### src/rtl/pixel_write_coalescer_pkg.sv
// pixel_write_coalescer_pkg
// Shared definitions for the pixel write coalescer: controller state
// encodings, bus widths and the "all byte lanes present" constant, plus
// a helper that widens a 4-bit lane-valid vector into a 32-bit byte mask.
package pixel_write_coalescer_pkg;

    localparam int ADDR_W = 18;
    localparam int DATA_W = 32;

    localparam logic [3:0] LANES_ALL_VALID = 4'b1111;

    typedef enum logic [1:0] {
        ST_EMPTY = 2'd0,
        ST_FILL  = 2'd1,
        ST_FLUSH = 2'd2,
        ST_READ  = 2'd3
    } state_t;

    // Expands one valid bit per lane into 0xFF / 0x00 per byte, so lanes
    // that were never written can be forced to zero on the memory bus.
    function automatic logic [DATA_W-1:0] lane_mask(input logic [3:0] valid);
        logic [DATA_W-1:0] mask;
        for (int i = 0; i < 4; i++) begin
            mask[8*i +: 8] = {8{valid[i]}};
        end
        return mask;
    endfunction

endpackage

### src/rtl/pixel_write_coalescer_byte_lane_merge.sv
// byte_lane_merge
// Combinational merge of one incoming byte-lane write into a buffered word.
// Ports:
//   old_data / old_valid   : current buffer contents and active-high lane valids
//   new_data / new_nbyte   : incoming write data and active-low lane enables
//   merged_data            : buffer data with enabled lanes replaced
//   merged_valid           : old_valid with the newly written lanes added
module byte_lane_merge
    import pixel_write_coalescer_pkg::*;
(
    input  logic [DATA_W-1:0] old_data,
    input  logic [3:0]        old_valid,
    input  logic [DATA_W-1:0] new_data,
    input  logic [3:0]        new_nbyte,
    output logic [DATA_W-1:0] merged_data,
    output logic [3:0]        merged_valid
);

    // A lane enable of 0 means the incoming byte wins; otherwise keep the old one.
    always_comb begin
        merged_data = old_data;
        for (int i = 0; i < 4; i++) begin
            if (!new_nbyte[i]) begin
                merged_data[8*i +: 8] = new_data[8*i +: 8];
            end
        end
    end

    assign merged_valid = old_valid | ~new_nbyte;

endmodule

### src/rtl/pixel_write_coalescer.sv
// pixel_write_coalescer
// Collects consecutive single-byte pixel writes to the same 32-bit word and
// issues them to the frame store as one word write. Reads bypass the buffer
// but only after any buffered word has reached memory.
// Ports:
//   clk, rst                      : clock, synchronous active-high reset
//   s_req/s_ack/s_addr/s_nbyte/
//   s_rnw/s_w_data/s_r_data       : upstream (drawing engine) request port
//   m_req/m_ack/m_addr/m_nbyte/
//   m_rnw/m_w_data/m_r_data       : downstream (frame store) request port
//   flush                         : force out a partially filled buffer
//   idle                          : buffer empty, nothing outstanding, no ack
module pixel_write_coalescer
    import pixel_write_coalescer_pkg::*;
#(
    parameter int TIMEOUT = 16
)
(
    input  logic              clk,
    input  logic              rst,
    input  logic              s_req,
    output logic              s_ack,
    input  logic [ADDR_W-1:0] s_addr,
    input  logic [3:0]        s_nbyte,
    input  logic              s_rnw,
    input  logic [DATA_W-1:0] s_w_data,
    output logic [DATA_W-1:0] s_r_data,
    output logic              m_req,
    input  logic              m_ack,
    output logic [ADDR_W-1:0] m_addr,
    output logic [3:0]        m_nbyte,
    output logic              m_rnw,
    output logic [DATA_W-1:0] m_w_data,
    input  logic [DATA_W-1:0] m_r_data,
    input  logic              flush,
    output logic              idle
);

    localparam int AGE_W = $clog2(TIMEOUT + 1);
    localparam logic [AGE_W-1:0] AGE_MAX = AGE_W'(TIMEOUT);

    state_t state, next_state;

    logic [ADDR_W-1:0] buf_addr;
    logic [DATA_W-1:0] buf_data;
    logic [3:0]        buf_valid;
    logic [AGE_W-1:0]  age;

    logic [3:0]        merge_base_valid;
    logic [DATA_W-1:0] merged_data;
    logic [3:0]        merged_valid;

    logic take;
    logic dn_done;
    logic accept;
    logic load;
    logic age_inc;

    // The ack is registered, so the cycle it is high still shows the old
    // request on s_req; gating with s_ack prevents taking it twice.
    assign take    = s_req & ~s_ack;
    assign dn_done = m_req & m_ack;

    // Starting a new buffer from EMPTY must not inherit stale lane valids.
    assign merge_base_valid = (state == ST_FILL) ? buf_valid : 4'b0000;

    byte_lane_merge u_merge (
        .old_data     (buf_data),
        .old_valid    (merge_base_valid),
        .new_data     (s_w_data),
        .new_nbyte    (s_nbyte),
        .merged_data  (merged_data),
        .merged_valid (merged_valid)
    );

    always_ff @(posedge clk) begin
        if (rst) begin
            state <= ST_EMPTY;
        end else begin
            state <= next_state;
        end
    end

    // Next-state decision. In FILL, a request that cannot be merged (read or
    // another word) is left pending: the buffer is flushed first and the
    // request is picked up again from EMPTY.
    always_comb begin
        next_state = state;
        accept     = 1'b0;
        load       = 1'b0;
        age_inc    = 1'b0;
        case (state)
            ST_EMPTY: begin
                if (take) begin
                    if (s_rnw) begin
                        next_state = ST_READ;
                    end else begin
                        accept = 1'b1;
                        if (s_nbyte != LANES_ALL_VALID) begin
                            load       = 1'b1;
                            next_state = ST_FILL;
                        end
                    end
                end
            end
            ST_FILL: begin
                if (flush || (age == AGE_MAX)) begin
                    next_state = ST_FLUSH;
                end else if (take && (s_rnw || (s_addr != buf_addr))) begin
                    next_state = ST_FLUSH;
                end else if (take) begin
                    accept = 1'b1;
                    load   = 1'b1;
                    if (merged_valid == LANES_ALL_VALID) begin
                        next_state = ST_FLUSH;
                    end
                end else begin
                    age_inc = 1'b1;
                end
            end
            ST_FLUSH: begin
                if (dn_done) begin
                    next_state = ST_EMPTY;
                end
            end
            ST_READ: begin
                if (dn_done) begin
                    next_state = ST_EMPTY;
                end
            end
            default: next_state = ST_EMPTY;
        endcase
    end

    // Buffer storage and the idle-age counter.
    always_ff @(posedge clk) begin
        if (rst) begin
            buf_addr  <= '0;
            buf_data  <= '0;
            buf_valid <= 4'b0000;
            age       <= '0;
        end else begin
            if (load) begin
                buf_addr  <= s_addr;
                buf_data  <= merged_data;
                buf_valid <= merged_valid;
                age       <= '0;
            end else if (age_inc && (age != AGE_MAX)) begin
                age <= age + 1'b1;
            end
            if ((state == ST_FLUSH) && dn_done) begin
                buf_valid <= 4'b0000;
            end
        end
    end

    // Upstream ack and read data. Read completion acks one cycle after the
    // downstream ack, carrying the captured memory data.
    always_ff @(posedge clk) begin
        if (rst) begin
            s_ack    <= 1'b0;
            s_r_data <= '0;
        end else begin
            s_ack <= accept | ((state == ST_READ) && dn_done);
            if ((state == ST_READ) && dn_done) begin
                s_r_data <= m_r_data;
            end
        end
    end

    // Downstream request: raised one cycle after entering FLUSH/READ and held
    // with stable payload until the memory acknowledges.
    always_ff @(posedge clk) begin
        if (rst) begin
            m_req    <= 1'b0;
            m_rnw    <= 1'b0;
            m_addr   <= '0;
            m_nbyte  <= LANES_ALL_VALID;
            m_w_data <= '0;
        end else if (dn_done) begin
            m_req <= 1'b0;
        end else if (!m_req && (state == ST_FLUSH)) begin
            m_req    <= 1'b1;
            m_rnw    <= 1'b0;
            m_addr   <= buf_addr;
            m_nbyte  <= ~buf_valid;
            m_w_data <= buf_data & lane_mask(buf_valid);
        end else if (!m_req && (state == ST_READ)) begin
            m_req    <= 1'b1;
            m_rnw    <= 1'b1;
            m_addr   <= s_addr;
            m_nbyte  <= s_nbyte;
            m_w_data <= '0;
        end
    end

    assign idle = (state == ST_EMPTY) && !s_ack && !m_req;

endmodule
### config.mk
export PLATFORM = sky130hd
export DESIGN_NAME = pixel_write_coalescer
export DESIGN_NICKNAME = d
export VERILOG_FILES = /design/src/rtl/pixel_write_coalescer_pkg.sv /design/src/rtl/pixel_write_coalescer_byte_lane_merge.sv /design/src/rtl/pixel_write_coalescer.sv
export SDC_FILE = /design/constraint.sdc
export NUM_CORES = 1
export LEC_CHECK = 0
export BUFFER_PORTS_ARGS = -buffer_cell sky130_fd_sc_hd__buf_2
export CAP_MARGIN = 20
export CORE_MARGIN = 4
export CORE_UTILIZATION = 52
export DETAILED_ROUTE_END_ITERATION = 8
export PLACE_DENSITY = 0.8
export SLEW_MARGIN = 20
export SYNTH_ARGS = -nofsm -noshare
export SYNTH_HDL_FRONTEND = slang
export SYNTH_SLANG_ARGS = --single-unit
export TNS_END_PERCENT = 100
### constraint.sdc
create_clock -name clk -period 2.8 [get_ports clk]
set_input_delay 0.42 -clock clk [delete_from_list [all_inputs] [get_ports clk]]
set_output_delay 0.42 -clock clk [all_outputs]
set_load 0.05 [all_outputs]
==> impl_metrics.env <==
export IMPL_cp_arrival_ns=2.68
export IMPL_placement_rows=40
export IMPL_ys_warn_count=0
export IMPL_stdcell_area_um2=7940
export IMPL_synth_seq_area_share_pct=47.2
export IMPL_place_area_um2=7370
export IMPL_maxSlewHeadroom_pct=28.3
export IMPL_synthCells=693
export IMPL_antennaDiodeCount=0
export IMPL_power_total_mw=5.33
export IMPL_clock_path_buffers=2
export IMPL_maxSlewViolCount=0
export IMPL_viasPerCell=5.22
export IMPL_p_switching_mw=1.42
export IMPL_cts_buffers=17
export IMPL_layout_drive_gt1_share_pct=27.2
export IMPL_dp_hpwl_um=10400
export IMPL_maxCapViolations=0
export IMPL_hold_path_class="in -> reg"
export IMPL_nFillCells=1015
export IMPL_path_max_fanout=23
export IMPL_crit_slowest_cell="or4_1"
export IMPL_drtIter0Drc=315
export IMPL_hold_violations=0
export IMPL_synth_avg_cell_area_um2=9.18
export IMPL_cp_cell_sequence="inv_1 > ha_1 > nand4bb_1 > nand4_1 > or4_1 > o31a_4 > nor3b_1"
export IMPL_wl_met2_um=7230
export IMPL_power_switching_share_pct=26.7
export IMPL_holdWs_ns=0.236
export IMPL_met1_length_um=6590
export IMPL_intPower_mw=3.91
export IMPL_wl_um=15100
export IMPL_setup_viol_count_final=0
export IMPL_fin_worst_skew_ns=0.00884
export IMPL_cts_tree="done"
export IMPL_io_pins=182
export IMPL_synthToLayoutAreaGrowth_pct=24.8
export IMPL_die_area_um2=14100
export IMPL_core_um2=12000
export IMPL_antenna_found_initial=1
export IMPL_port_buffers=181
export IMPL_die_w_um=119
export IMPL_syn_num_nets=787
export IMPL_power_share_sequential_pct=43.0
export IMPL_grt_pass1_vias=4996
export IMPL_combinationalPowerShare_pct=16.1
export IMPL_die_y_um=119
export IMPL_top_layer="met5"
export IMPL_async_reset_ff_share_pct=0
export IMPL_period_needed_ns=2.39
export IMPL_worst_pin_slew_ns=1.07
export IMPL_post_route_util_pct=66.1
export IMPL_crit_buf_inv=1
export IMPL_critPathLaunchType="register"
export IMPL_synth_flop_cell="dfxtp_1"
export IMPL_finalNetCount=949
export IMPL_antenna_left=0
export IMPL_holdBufCountCts=0
export IMPL_drt_pass1_iter_count=4
export IMPL_track_usage_pct=21.8
export IMPL_leakage_nw=3.35
export IMPL_post_cts_setup_buffers=0
export IMPL_endpoint_kind="register"
export IMPL_ctsRootBufferMaster="clkbuf_16"
export IMPL_tns_ns=0
export IMPL_gr_total_overflow=0
export IMPL_clock_sinks=150
export IMPL_num_vias=5285
export IMPL_required_ns=3.10
export IMPL_fmax_mhz=419
export IMPL_grt_max_degree=63
export IMPL_place_gp_congestion=0.808
export IMPL_irDropWorstVdd_v=0.000399
export IMPL_wl_per_cell_um=14.9
export IMPL_yosys_cell_types_count=46
export IMPL_cts_htree_levels=4
export IMPL_wl_met3_um=1070
export IMPL_ys_ff_latch=150
export IMPL_synth_edff_count=0
export IMPL_run_status="completed"
export IMPL_power_frac_clock_pct=41.0
export IMPL_route_detailed_drc=0
export IMPL_synth_area_um2=6360
export IMPL_clk_latency_ns=0.42
export IMPL_p_per_area_nw_per_um2=671
export IMPL_rsz0062_at_grt="no"
export IMPL_start_util_pct=52.9
export IMPL_min_period_over_period_pct=85.2
export IMPL_critical_path_top_delay_family="simple AND/OR/NAND/NOR gates"
export IMPL_slowest_delay_ns=0.69
export IMPL_crit_type="reg -> reg"
export IMPL_grt_pass1_wl_um=24900
export IMPL_clk_pin_slew_ns=0.06
export IMPL_post_cts_resized=0
[tightest hold or removal path: stages]
cell and delay [ns]:
buf_2 0.09, nand2_1 0.04, a21oi_1 0.05
[kinds of logic (layout without fill, tap and decap cells)]
| group | after synthesis | after routing | synth area share, % |
|---|---|---|---|
| and+or+nand+nor | 274 | 274 | 22.1 |
| xor gates and xnor gates | 22 | 22 | 3.03 |
| buffers and inverters | 61 | 233 | 4.07 |
| AOI/OAI and AO/OA | 115 | 115 | 12.3 |
| muxes | 69 | 69 | 10.9 |
| adders and majority gates | 2 | 2 | 0.393 |
| DFF | 150 | 150 | 47.2 |
[cells in the mapped netlist (5+ instances only)]
cell | instances | area (um2)
mux2i_1 | 69 | 691
inv_1 | 8 | 30.0
nand4_1 | 8 | 50.1
xnor2_1 | 19 | 166
dfxtp_1 | 150 | 3000
a22oi_1 | 32 | 240
nor3b_1 | 5 | 37.5
nor2_1 | 60 | 225
nand2b_1 | 103 | 644
clkbuf_1 | 43 | 161
a211oi_1 | 18 | 135
nand2_1 | 73 | 274
a21oi_1 | 41 | 205
[layout by cell type, fill, tap and decap left out, types with 18 or more instances in the layout]
cell | netlist | routed
a21oi_1 | 41 | 41
nand2_1 | 73 | 73
a211oi_1 | 18 | 18
mux2i_1 | 69 | 69
buf_2 | 3 | 180
dfxtp_1 | 150 | 149
nor2_1 | 60 | 60
nand2b_1 | 103 | 102
xnor2_1 | 19 | 19
a22oi_1 | 32 | 32
[state kept, by name, indices dropped and copies added, names as in the netlist]
register	flops
m_w_data	32
buf_addr	18
m_rnw	1
m_req	1
age	5
buf_valid	4
m_nbyte	4
m_addr	18
s_ack	1
state	2
buf_data	32
s_r_data	32
[per-layer routing]
metal  vias up  track usage, %
met5         -               0
met4         2            7.39
met3        16            7.70
met2       149            34.5
met1      2437            27.8
li1       2681               -
[path summary, 6_finish.rpt]
path	to	depth (start not counted)	slack [ns]	start
setup / recovery	age[1]	7	0.41	age[0]
hold / removal	s_r_data[15]	3	0.24	m_r_data[15]
setup reg to reg	age[1]	7	0.41	age[0]
hold reg to reg	s_r_data[15]	2	0.45	s_r_data[15]
[metrics by stage]
stage / std cells / worst slack (ns)
after global routing: 1012 / 0.243
after CTS: 1012 / 0.323
after detailed placement: 983 / 0.230
after floorplan: 693 / 0.153
final: 1012 / 0.413
after global placement: 983 / 0.255
[area by class of cell]
cell class              count  area [um2]  share of cell area (%)
repair buffers            196        1030                    13.0
clock buffers              26         529                    6.67
well taps                 147         184                    2.32
inverters                   8        30.0                   0.378
flip-flops and latches    150        3000                    37.8
multi-input cells         482        3120                    39.3
clock inverters             3        40.0                   0.504
[power by group through the flow]
stage	sequential [mW]	combinational, mW	clock [mW]
after floorplan	2.50	0.453	0
after global placement	2.33	0.853	0
after detailed placement	2.33	0.857	0
after CTS	2.29	0.863	2.23
after global routing	2.30	0.928	2.34
final	2.29	0.857	2.18
Note: power is estimated with default switching activity, not from simulation.
